## src/rtl/multicycle_controller_pkg.sv

```systemverilog
// Shared state, opcode/funct and control encodings for the multicycle controller.
// Optional feature: define MULTICYCLE_JAL_EN to add the JAL state.
package multicycle_controller_pkg;

  localparam int unsigned OP_W     = 6;
  localparam int unsigned FUNCT_W  = 6;
  localparam int unsigned ALUCTL_W = 5;
  localparam int unsigned SRCB_W   = 2;
  localparam int unsigned PCSRC_W  = 2;
  localparam int unsigned STATE_W  = 4;

  typedef enum logic [STATE_W-1:0] {
    S_FETCH    = 4'd0,
    S_DECODE   = 4'd1,
    S_MEMADR   = 4'd2,
    S_MEMREAD  = 4'd3,
    S_MEMWB    = 4'd4,
    S_MEMWRITE = 4'd5,
    S_EXECUTE  = 4'd6,
    S_ALUWB    = 4'd7,
    S_BRANCH   = 4'd8,
    S_ADDIEXEC = 4'd9,
    S_ADDIWB   = 4'd10,
    S_JUMP     = 4'd11,
`ifdef MULTICYCLE_JAL_EN
    S_JR       = 4'd12,
    S_JAL      = 4'd13
`else
    S_JR       = 4'd12
`endif
  } state_e;

  // Opcodes (instr[31:26])
  localparam logic [OP_W-1:0] OP_RTYPE = 6'b000000;
  localparam logic [OP_W-1:0] OP_LW    = 6'b100011;
  localparam logic [OP_W-1:0] OP_SW    = 6'b101011;
  localparam logic [OP_W-1:0] OP_BEQ   = 6'b000100;
  localparam logic [OP_W-1:0] OP_ADDI  = 6'b001000;
  localparam logic [OP_W-1:0] OP_J     = 6'b000010;
  localparam logic [OP_W-1:0] OP_JAL   = 6'b000011;

  // R-type funct codes (instr[5:0])
  localparam logic [FUNCT_W-1:0] FN_ADD = 6'b100000;
  localparam logic [FUNCT_W-1:0] FN_SUB = 6'b100010;
  localparam logic [FUNCT_W-1:0] FN_AND = 6'b100100;
  localparam logic [FUNCT_W-1:0] FN_OR  = 6'b100101;
  localparam logic [FUNCT_W-1:0] FN_SLT = 6'b101010;
  localparam logic [FUNCT_W-1:0] FN_JR  = 6'b001000;

  localparam logic [ALUCTL_W-1:0] ALU_ADD = 5'b00000;
  localparam logic [ALUCTL_W-1:0] ALU_SUB = 5'b00001;
  localparam logic [ALUCTL_W-1:0] ALU_AND = 5'b00010;
  localparam logic [ALUCTL_W-1:0] ALU_OR  = 5'b00011;
  localparam logic [ALUCTL_W-1:0] ALU_SLT = 5'b00100;

  localparam logic [SRCB_W-1:0] SRCB_RDB    = 2'b00;
  localparam logic [SRCB_W-1:0] SRCB_FOUR   = 2'b01;
  localparam logic [SRCB_W-1:0] SRCB_IMM    = 2'b10;
  localparam logic [SRCB_W-1:0] SRCB_IMM_SH = 2'b11;

  localparam logic [PCSRC_W-1:0] PCSRC_ALU    = 2'b00;
  localparam logic [PCSRC_W-1:0] PCSRC_ALUOUT = 2'b01;
  localparam logic [PCSRC_W-1:0] PCSRC_JUMP   = 2'b10;
  localparam logic [PCSRC_W-1:0] PCSRC_RD1    = 2'b11;

  // Final state of a legal instruction; the retire counter advances on leaving it.
  function automatic logic is_last_state(input state_e s);
    logic last;
    last = 1'b0;
    case (s)
      S_MEMWB, S_MEMWRITE, S_ALUWB, S_BRANCH,
      S_ADDIWB, S_JUMP, S_JR: last = 1'b1;
`ifdef MULTICYCLE_JAL_EN
      S_JAL:                  last = 1'b1;
`endif
      default:                last = 1'b0;
    endcase
    return last;
  endfunction

endpackage

```

## src/rtl/alu_decoder.sv

```systemverilog
// R-type funct to ALUControl decode with a valid flag for the supported functs.
// Unaffected by MULTICYCLE_JAL_EN.
module alu_decoder
  import multicycle_controller_pkg::*;
(
  input  logic [FUNCT_W-1:0]  i_funct,
  output logic [ALUCTL_W-1:0] o_alu_control_c,
  output logic                o_funct_valid_c
);

  always_comb begin
    o_alu_control_c = ALU_ADD;
    o_funct_valid_c = 1'b1;
    case (i_funct)
      FN_ADD:  o_alu_control_c = ALU_ADD;
      FN_SUB:  o_alu_control_c = ALU_SUB;
      FN_AND:  o_alu_control_c = ALU_AND;
      FN_OR:   o_alu_control_c = ALU_OR;
      FN_SLT:  o_alu_control_c = ALU_SLT;
      default: o_funct_valid_c = 1'b0;
    endcase
  end

endmodule

```

## src/rtl/multicycle_controller.sv

```systemverilog
// Moore control FSM for a multicycle MIPS-subset datapath, with retire counter and sticky illegal flag.
// Define MULTICYCLE_JAL_EN to decode opcode 000011 as jal; otherwise it is illegal and link stays 0.
module multicycle_controller
  import multicycle_controller_pkg::*;
#(
  parameter int unsigned RETIRE_W = 16
) (
  input  logic                clock,
  input  logic                reset_n,
  input  logic [OP_W-1:0]     opcode,
  input  logic [FUNCT_W-1:0]  funct,
  input  logic                zero,
  output logic                PCWrite,
  output logic                IorD,
  output logic                IRWrite,
  output logic                memWrite,
  output logic                regWriteEnable,
  output logic                regDst,
  output logic                memToReg,
  output logic                ALUSrcA,
  output logic [SRCB_W-1:0]   ALUSrcB,
  output logic [PCSRC_W-1:0]  PCSrc,
  output logic                link,
  output logic [ALUCTL_W-1:0] ALUControl,
  output logic                illegal,
  output logic [RETIRE_W-1:0] retired
);

  state_e                r_state;
  state_e                w_next_state;
  logic                  r_illegal;
  logic [RETIRE_W-1:0]   r_retired;

  logic                  w_pc_write;
  logic                  w_iord;
  logic                  w_ir_write;
  logic                  w_mem_write;
  logic                  w_reg_write;
  logic                  w_reg_dst;
  logic                  w_mem_to_reg;
  logic                  w_alu_src_a;
  logic [SRCB_W-1:0]     w_alu_src_b;
  logic [PCSRC_W-1:0]    w_pc_src;
  logic [ALUCTL_W-1:0]   w_alu_control;
  logic                  w_set_illegal;
  logic                  w_retire;
  logic [ALUCTL_W-1:0]   w_funct_alu_ctl;
  logic                  w_funct_valid;
`ifdef MULTICYCLE_JAL_EN
  logic                  w_link;
`endif

  alu_decoder u_alu_decoder (
    .i_funct         (funct),
    .o_alu_control_c (w_funct_alu_ctl),
    .o_funct_valid_c (w_funct_valid)
  );

  assign w_retire = is_last_state(r_state);

  // State, retire counter and sticky illegal flag; reset aborts any in-flight instruction.
  always_ff @(posedge clock) begin
    if (!reset_n) begin
      r_state   <= S_FETCH;
      r_retired <= '0;
      r_illegal <= 1'b0;
    end else begin
      r_state <= w_next_state;
      if (w_retire) begin
        r_retired <= r_retired + RETIRE_W'(1);
      end
      if (w_set_illegal) begin
        r_illegal <= 1'b1;
      end
    end
  end

  // Next-state and Moore output decode.
  always_comb begin
    w_next_state  = r_state;
    w_pc_write    = 1'b0;
    w_iord        = 1'b0;
    w_ir_write    = 1'b0;
    w_mem_write   = 1'b0;
    w_reg_write   = 1'b0;
    w_reg_dst     = 1'b0;
    w_mem_to_reg  = 1'b0;
    w_alu_src_a   = 1'b0;
    w_alu_src_b   = SRCB_RDB;
    w_pc_src      = PCSRC_ALU;
    w_alu_control = ALU_ADD;
    w_set_illegal = 1'b0;
`ifdef MULTICYCLE_JAL_EN
    w_link        = 1'b0;
`endif

    case (r_state)
      S_FETCH: begin
        w_ir_write   = 1'b1;
        w_alu_src_b  = SRCB_FOUR;
        w_pc_write   = 1'b1;
        w_next_state = S_DECODE;
      end

      S_DECODE: begin
        // Branch target is computed speculatively while decoding.
        w_alu_src_b = SRCB_IMM_SH;
        case (opcode)
          OP_LW, OP_SW: w_next_state = S_MEMADR;
          OP_RTYPE:     w_next_state = (funct == FN_JR) ? S_JR : S_EXECUTE;
          OP_BEQ:       w_next_state = S_BRANCH;
          OP_ADDI:      w_next_state = S_ADDIEXEC;
          OP_J:         w_next_state = S_JUMP;
`ifdef MULTICYCLE_JAL_EN
          OP_JAL:       w_next_state = S_JAL;
`endif
          default: begin
            w_next_state  = S_FETCH;
            w_set_illegal = 1'b1;
          end
        endcase
      end

      S_MEMADR: begin
        w_alu_src_a  = 1'b1;
        w_alu_src_b  = SRCB_IMM;
        w_next_state = (opcode == OP_LW) ? S_MEMREAD : S_MEMWRITE;
      end

      S_MEMREAD: begin
        w_iord       = 1'b1;
        w_next_state = S_MEMWB;
      end

      S_MEMWB: begin
        w_mem_to_reg = 1'b1;
        w_reg_write  = 1'b1;
        w_next_state = S_FETCH;
      end

      S_MEMWRITE: begin
        w_iord       = 1'b1;
        w_mem_write  = 1'b1;
        w_next_state = S_FETCH;
      end

      S_EXECUTE: begin
        w_alu_src_a   = 1'b1;
        w_alu_control = w_funct_alu_ctl;
        if (w_funct_valid) begin
          w_next_state = S_ALUWB;
        end else begin
          w_next_state  = S_FETCH;
          w_set_illegal = 1'b1;
        end
      end

      S_ALUWB: begin
        w_reg_dst    = 1'b1;
        w_reg_write  = 1'b1;
        w_next_state = S_FETCH;
      end

      S_BRANCH: begin
        w_alu_src_a   = 1'b1;
        w_alu_control = ALU_SUB;
        w_pc_src      = PCSRC_ALUOUT;
        w_pc_write    = zero;
        w_next_state  = S_FETCH;
      end

      S_ADDIEXEC: begin
        w_alu_src_a  = 1'b1;
        w_alu_src_b  = SRCB_IMM;
        w_next_state = S_ADDIWB;
      end

      S_ADDIWB: begin
        w_reg_write  = 1'b1;
        w_next_state = S_FETCH;
      end

      S_JUMP: begin
        w_pc_src     = PCSRC_JUMP;
        w_pc_write   = 1'b1;
        w_next_state = S_FETCH;
      end

      S_JR: begin
        w_pc_src     = PCSRC_RD1;
        w_pc_write   = 1'b1;
        w_next_state = S_FETCH;
      end

`ifdef MULTICYCLE_JAL_EN
      S_JAL: begin
        w_pc_src     = PCSRC_JUMP;
        w_pc_write   = 1'b1;
        w_link       = 1'b1;
        w_reg_write  = 1'b1;
        w_next_state = S_FETCH;
      end
`endif

      default: w_next_state = S_FETCH;
    endcase
  end

  // Architectural write enables are held off for the whole time reset is asserted.
  assign PCWrite        = w_pc_write  & reset_n;
  assign IRWrite        = w_ir_write  & reset_n;
  assign memWrite       = w_mem_write & reset_n;
  assign regWriteEnable = w_reg_write & reset_n;

  assign IorD       = w_iord;
  assign regDst     = w_reg_dst;
  assign memToReg   = w_mem_to_reg;
  assign ALUSrcA    = w_alu_src_a;
  assign ALUSrcB    = w_alu_src_b;
  assign PCSrc      = w_pc_src;
  assign ALUControl = w_alu_control;
  assign illegal    = r_illegal;
  assign retired    = r_retired;

`ifdef MULTICYCLE_JAL_EN
  assign link = w_link;
`else
  assign link = 1'b0;
`endif

endmodule

```

## config.mk

```make
export PLATFORM = sky130hd
export DESIGN_NAME = multicycle_controller
export DESIGN_NICKNAME = d
export VERILOG_FILES = /design/src/rtl/multicycle_controller_pkg.sv /design/src/rtl/alu_decoder.sv /design/src/rtl/multicycle_controller.sv
export SDC_FILE = /design/constraint.sdc
export NUM_CORES = 1
export LEC_CHECK = 0
export ABC_AREA = 1
export CORE_MARGIN = 2
export CORE_UTILIZATION = 42
export DETAILED_ROUTE_END_ITERATION = 7
export PLACE_DENSITY = 0.78
export SETUP_SLACK_MARGIN = 0.05
export SYNTH_ARGS = -nofsm -noshare
export SYNTH_HDL_FRONTEND = slang
export SYNTH_SLANG_ARGS = --single-unit
```

## constraint.sdc

```tcl
create_clock -name clock -period 1.55 [get_ports clock]
set_clock_uncertainty 0.2 [all_clocks]
set_input_delay 0.2325 -clock clock [delete_from_list [all_inputs] [get_ports clock]]
set_output_delay 0.2325 -clock clock [all_outputs]
set_load 0.05 [all_outputs]
```

# Word-level counts from Yosys, hierarchy flattened
# Index checks and enable logic that the tools add are counted.
[op_classes] n_addsub=1 n_eq_ne=23 n_mux=22 n_bitwise=4 reduce_logical=11
[ops] cell="$eq A6 B6 Y1 const B" n=7
[ops] cell="$pmux W4 S6" n=1
[ops] cell="$eq A4 B4 Y1 const B" n=5
[ops] cell="$pmux W4 S5" n=1
[ops] cell="$add A16 B1 Y16 const B" n=1
[ops] cell="$eq A4 B3 Y1 const B" n=4
[ops] cell="$eq A6 B4 Y1 const B" n=2
[ops] cell="$pmux W2 S3" n=2
[ops] cell="$pmux W3 S4" n=1
[ops] cell="$mux W1" n=11
[ops] cell="$pmux W5 S2" n=1
[ops] cell="$eq A4 B2 Y1 const B" n=2
[ops] cell="$reduce_or A7 Y1" n=1
[ops] cell="$eq A6 B2 Y1 const B" n=1
[ops] cell="$eq A6 B3 Y1 const B" n=1
[ops] cell="$logic_not A6 Y1" n=1
[ops] cell="$mux W3" n=2
[ops] cell="$reduce_or A2 Y1" n=3
[ops] cell="$reduce_or A3 Y1" n=2
[ops] cell="$reduce_or A6 Y1" n=1
[ops] cell="$reduce_or A5 Y1" n=1
[ops] cell="$and A1 B1 Y1" n=4
[ops] cell="$eq A4 B1 Y1 const B" n=1
[ops] cell="$logic_not A4 Y1" n=1
[ops] cell="other kinds (3)" n=4
[word_totals] ff_bits=21 inputBits=15 word_cells=64

# Depth between registers and ports, before layout
# Gate-level depths: netlist (run 1).
[logic_depth] depth_word=5 ltp_mapped=11 mapped_depth_nobuf=10

# Cells and area by module
# From an unflattened synthesis (run 1), not the netlist that was laid out.
[hier_totals] cells_unflattened=286 area_unflattened_um2=1612.8
[by_module_without_submodules] module="multicycle_controller" n_inst=1 cells_each=263 area_per_inst_um2=1493.9 seq_area_each_um2=420.4
[by_module_without_submodules] module="alu_decoder" n_inst=1 cells_each=23 area_per_inst_um2=118.9 seq_area_each_um2=0.0

# Least setup slack after synthesis (run 1)
# Ideal clock, no wire load.
[synth_timing] path_type="reg2out" startpoint="register r_state[3]" endpoint="output ALUControl[0]" arrival_time_ns=2.032 path_slack_ns=-0.914 stages_incl_launch_ff=8 n_path_buf=0 path_cell_list="dfxtp_1 > inv_1 > nand2_1 > nor2_1 > inv_1 > nor2_1 > nand2_1 > nand3_1"
[synth_via] elab_chain_len=2 elab_cells_between_ends=3 cone_classes="2 x eq/ne; 1 x mux"
[synth_rtl] element="from (decl)" line="multicycle_controller.sv:29" rtl="state_e r_state;"
[synth_rtl] element="from (signal assigned)" line="multicycle_controller.sv:68" rtl="r_state <= w_next_state;"
[synth_rtl] element="$eq A4 B4 Y1 / $eq A4 B3 Y1 (equally long branches)" line="multicycle_controller.sv:97" rtl="case (r_state)"
[synth_rtl] element="$pmux W5 S2 *" line="multicycle_controller.sv:97"
[synth_rtl] element="to (decl)" line="multicycle_controller.sv:24" rtl="output logic [ALUCTL_W-1:0] ALUControl,"
# Mark *: on every way between the ends. The rest lies on a longest branch, timed or not.

# Worst setup path in the final report (run 1)
[layout_timing] startpoint="input funct[3]" endpoint="output ALUControl[0]"
[layout_via] elab_chain_len=3 elab_cells_between_ends=6 cone_classes="4 x eq/ne; 2 x mux"
[layout_rtl] element="from (decl)" line="multicycle_controller.sv:11" rtl="input logic [FUNCT_W-1:0] funct,"
[layout_rtl] element="$eq A6 B6 Y1" line="alu_decoder.sv:14" rtl="case (i_funct)"
[layout_rtl] element="$pmux W3 S4 *" line="alu_decoder.sv:14"
[layout_rtl] element="$pmux W5 S2 *" line="multicycle_controller.sv:97"
# Marks and branches as above.

==> results.toml, run 1 <==
[floorplan]
io_pins = 50
dieArea_um2 = 4386
rows = 22
die_w_um = 66.23
die_h_um = 66.23
fp.coreArea_um2 = 3689
start_util_pct = 44.10

[drt]
wire_per_inst_um = 14.07
ant_nets = 0
first_pass_iters = 4
drt_iter0_markers = 161
routed_wirelength_um = 5628
num_vias = 2105
drcViolationCount = 0
routed_via_density = 5.263

[setup_path]
critPathRequiredTime_ns = 1.12
crit_slowest_cell = "clkdlybuf4s50_1"
cp.arrival_ns = 1.44
critPathCaptureType = "primary output"
cp_max_fo = 3
start_kind = "primary input"
cp_num_buf_inv = 2
cp_common_cell = "nand3_4"
cp_cell_sequence = "clkdlybuf4s50_1, nor2_1, nand3_4, nor2_4, nand2_2, nand3_4, buf_12"
critPathKind = "in -> out"
slowest_delay_ns = 0.46
critPathTopFamily = "simple AND/OR/NAND/NOR gates"

[synthesis]
ys_seq_area_share_pct = 25.85
ys_top_cells_by_area = "dfxtp_1, nand2_1, nor2_1"
synth_flop_cell = "dfxtp_1"
synth-async-reset-ratio_pct = 0
synth_cell_types = 27
ys_ff_latch = 21
netlist_area_um2 = 1627
synth-edff-count = 0
yosys.area.top_type_share_pct = 25.85
syn_area_per_cell_um2 = 5.768
ys_warn_count = 0
synth_cells = 282
ys_top_cells_by_count = "nand2_1, nor2_1, inv_1, nand3_1, dfxtp_1"
synth.most_common_cell = "nand2_1"
synth_top_area_cell = "dfxtp_1"

[clock_network]
worstSkewPairLatency_ns = 0.26
cts_tree = "done"
cts_buffer_depth = 2
clkTransAtPathRegs_ns = 0.08
hold_buffers = 0
cts.sinks = 21
cts_buffers = 3
root_buffer = "clkbuf_8"
htree_levels = 1

[pwr]
p_leak_nw = 1.215
ir_drop_uv = 356.3
p_per_area_nw_per_um2 = 403.8

[timing]
worst_slack_ns = -0.3269
min_period_over_period_pct = 121.1
fin_tns_setup_ns = -4.723
period_needed_ns = 1.877
drv_slew = 0
hold_viol = 0
fmax_mhz = 532.8
rsz0062_at_grt = "true"
setup_violations = 32
hold_slack_ns = 0.3291

[global_routing]
antenna_found_initial = 0
grt_pass1_wl_um = 8838
track_usage_pct = 25.44
grt-ovfl-total = 0
grt_max_degree = 22
grt_pass1_vias = 2057

[place]
place.port_buffers = 46
place_congestion = 0.9133
pre_cts_ws_ns = -0.3267
dp_hpwl_um = 3898

[job]
drv_cap = 0

[status]
status = "finished with violations"
violations = "setup timing"

[layout]
final_nets = 369
diodes = 0
syn_to_final_growth_pct = 86.92
fin_util_pct = 82.43
drive_above_1_share_pct = 43.75

[hold_path]
min_path_type = "reg -> reg"
==> registers in the layout (all words and copies together), names as in the netlist <==
register and cells:
illegal 1, r_state 4, retired 16
==> worst min-delay path, stage by stage, from the launching register on <==
cell     delay [ns]
dfxtp_4        0.37
nand3_1        0.08
a21oi_1        0.05
==> layer usage <==
layer / vias up / global-route usage, % / wire length, µm
met1: 972 / 27.92 / 2140
met5: - / 0 / 0
met3: 13 / 4.259 / 319
li1: 1035 / - / -
met4: 0 / 11.48 / 137
met2: 85 / 47.13 / 3031
==> through the flow <==
stage / power [W] / std cells / cell area [µm²]
after global placement: 0.0008319 / 392 / 2774
after detailed placement: 0.0008373 / 392 / 2774
after floorplan: 0.0007086 / 284 / 1834
after CTS: 0.001218 / 400 / 2968
final: 0.001228 / 400 / 3040
after global routing: 0.001280 / 400 / 3040
==> power breakdown <==
| group | total [W] | switching [W] | internal (W) |
|---|---|---|---|
| logic | 0.000320 | 0.000183 | 0.000137 |
| clock network | 0.000364 | 0.000181 | 0.000183 |
| registers | 0.000544 | 0.0000134 | 0.000531 |
| total | 0.00123 | 0.000377 | 0.000850 |
==> final cells by class <==
| cell class | count | area (µm²) |
|---|---|---|
| repair buffers | 73 | 1006 |
| clock buffers | 4 | 45.04 |
| well taps | 48 | 60.06 |
| inverters | 39 | 151.4 |
| flip-flops and latches | 21 | 469.2 |
| multi-input cells | 215 | 1309 |
| fillers | 217 | 648.1 |
==> repair_timing <==
| action | CTS | global route |
|---|---|---|
| setup endpoints to repair | 33 | 35 |
| buffers inserted | 4 | 0 |
| gates resized for setup | 33 | 26 |
| pin swaps | 6 | 1 |
==> kinds of logic after synthesis <==
kind of cell	count (synthesis)	synth area share, %
and+or+nand+nor	179	48.92
DFF	21	25.85
adders and majority gates	1	0.7691
buffers and inverters	48	13.23
xor gates and xnor gates	3	1.616
AOI/OAI and AO/OA	29	9.384
other	1	0.2305
==> worst paths after layout <==
| path | startpoint | endpoint | slack (ns) | cells after the start |
|---|---|---|---|---|
| worst max-delay path | funct[3] | ALUControl[0] | -0.33 | 7 |
| worst min-delay path | retired[3] | retired[3] | 0.33 | 2 |
| worst max register to register | retired[3] | retired[15] | -0.17 | 7 |
| worst min register to register | retired[3] | retired[3] | 0.33 | 2 |
==> cells in the final DEF (no fill, tap or decap), types with 3 or more instances in the layout <==
cell and count:
nor2_2 10, nand2_2 10, inv_1 28, buf_4 23, nor2_4 15, nand3_1 25
clkbuf_8 3, nor2_1 31, a21oi_1 10, clkdlybuf4s50_1 11, nand3_4 3, dlymetal6s2s_1 3
conb_1 3, dfxtp_2 9, o21ai_0 3, buf_6 4, nand2_4 3, dfxtp_4 10
buf_12 32, nand4_1 10, a21oi_2 7, nand3_2 5, nand2_1 62, inv_2 9
Power figures use the tool's default switching activity.
==> inputs of run 2 (changes only) <==
--- a/config.mk
+++ b/config.mk
@@ -7,9 +7,10 @@
 export LEC_CHECK = 0
 export ABC_AREA = 1
 export CORE_MARGIN = 2
-export CORE_UTILIZATION = 42
+export CORE_UTILIZATION = 50
 export DETAILED_ROUTE_END_ITERATION = 7
-export PLACE_DENSITY = 0.78
+export DONT_BUFFER_PORTS = 1
+export PLACE_DENSITY = 0.7
 export SETUP_SLACK_MARGIN = 0.05
 export SYNTH_ARGS = -nofsm -noshare
 export SYNTH_HDL_FRONTEND = slang
==> results.toml, run 2 (same netlist as run 1, synthesis figures left out) <==
[pwr]
ir_drop_uv = 288.0
p_per_area_nw_per_um2 = 418.6
p_leak_nw = 1.115

[clock_network]
cts_buffer_depth = 2
worstSkewPairLatency_ns = 0.33
cts_buffers = 3
root_buffer = "clkbuf_4"
cts_tree = "done"
cts.sinks = 21
clkTransAtPathRegs_ns = 0.15
htree_levels = 1

[floorplan]
fp.coreArea_um2 = 3078
die_w_um = 61.04
dieArea_um2 = 3725
io_pins = 50
die_h_um = 61.04
rows = 20
start_util_pct = 52.85

[place]
placed_area_um2 = 2236
place.port_buffers = 0
placedCellCount = 365
place_congestion = 0.8896
dp_hpwl_um = 3322

[timing]
setup_violations = 32
fin_tns_setup_ns = -6.983
hold_slack_ns = 0.002096
worst_slack_ns = -0.4203
min_period_over_period_pct = 127.1
hold_viol = 0
drv_slew = 0
rsz0062_at_grt = "true"
period_needed_ns = 1.970
fmax_mhz = 507.5

[layout]
drive_above_1_share_pct = 44.84
largest_reg_flops = 16
stdcell_area_um2 = 2698
mostFrequentLayoutCells = "nand2_1, nor2_1, buf_4, inv_1, nand3_1"
final_nets = 356
syn_to_final_growth_pct = 65.85
fin_util_pct = 87.64
fin_cells = 383
diodes = 0
final_common_cell = "nand2_1"

[status]
violations = "setup timing"
status = "finished with violations"

[drt]
topRoutingLayerUsed = "met4"
routed_wirelength_um = 6757
ant_nets = 0
wl_met1_um = 2385
drt_iter0_markers = 260
drcViolationCount = 0
num_vias = 2268
wire_per_inst_um = 17.64
routed_via_density = 5.922
dr_wl_met2_um = 3454
wl_met3_um = 635
first_pass_iters = 6

[setup_path]
cp_common_cell = "nor2_4"
critPathRequiredTime_ns = 1.12
crit_slowest_cell = "dfxtp_2"
critPathCaptureType = "primary output"
cp_cell_sequence = "inv_4, nor2_4, inv_2, nor2_4, inv_1, nand4_1, buf_12"
critPathKind = "reg -> out"
r2r_cells = 10
start_kind = "register"
critPathTopFamily = "simple AND/OR/NAND/NOR gates"
cp_num_buf_inv = 4
slowest_delay_ns = 0.39
cp.arrival_ns = 1.54
cp_num_cells = 7
cp_max_fo = 4

[hold_path]
min_path_type = "in -> reg"
hold_depth = 5

[global_routing]
antenna_found_initial = 0
grt_max_degree = 22
track_usage_pct = 26.73
grt_pass1_vias = 1773
grt_pass1_wl_um = 7603
grt-ovfl-total = 0

[job]
drv_cap = 0
## run 2: changes by cell type in the layout (fill, tap and decap cells not counted), sizes merged
cell,delta
clkdlybuf4s50,-11
dlymetal6s2s,-3
buf,-2
nand2,+2
dlygate4sd3,+1
## run 2: metrics by stage
stage,worst slack (ns),total power (W)
finish,-0.4203,0.001129
global route,-0.4758,0.001168
CTS,-0.3233,0.001051
detailed placement,-0.07884,0.0007710
global placement,-0.008800,0.0007684
floorplan,-0.08862,0.0007086
## run 2: worst paths after layout
path	start	to	slack, ns
max	r_state[3]	ALUSrcA	-0.42
min	opcode[3]	r_state[3]	0.002
max reg2reg	r_state[0]	retired[9]	-0.28
min reg2reg	retired[3]	retired[3]	0.32
## run 2: repair_timing
action,4_1_cts,5_1_grt
cloned,0,3
endpoints found under the hold margin,8,0
gates resized for setup,25,52
pin swaps,8,19
setup buffers,2,8
hold buffers,1,0
setup endpoints to repair,33,36
## run 2: metal layers
layer / global-route usage [%] / vias to the layer above
li1: - / 1012
met1: 32.17 / 1024
met2: 48.78 / 191
met3: 4.622 / 41
met4: 7.143 / 0
met5: 0 / -
## run 2: cell type report
| cell class | count | area, µm² |
|---|---|---|
| multi-input combinational | 217 | 1381 |
| timing repair buffer | 58 | 606.8 |
| sequential | 21 | 469.2 |
| fill | 160 | 380.4 |
| inverter | 39 | 158.9 |
| tap | 44 | 55.05 |
| clock buffer | 4 | 26.28 |
## run 2: tightest hold or removal path, delay by kind of cell
kind / cells / cell delay (ns)
AO/OA/AOI/OAI: 1 / 0.07
buffers and inverters: 1 / 0.03
AND/OR/NAND/NOR: 3 / 0.18
## run 2: where the power goes
group	switching (W)	internal [W]	total, W
logic	0.000180	0.000110	0.000290
registers	0.0000120	0.000532	0.000544
clock network	0.000195	0.000101	0.000295
total	0.000387	0.000743	0.00113
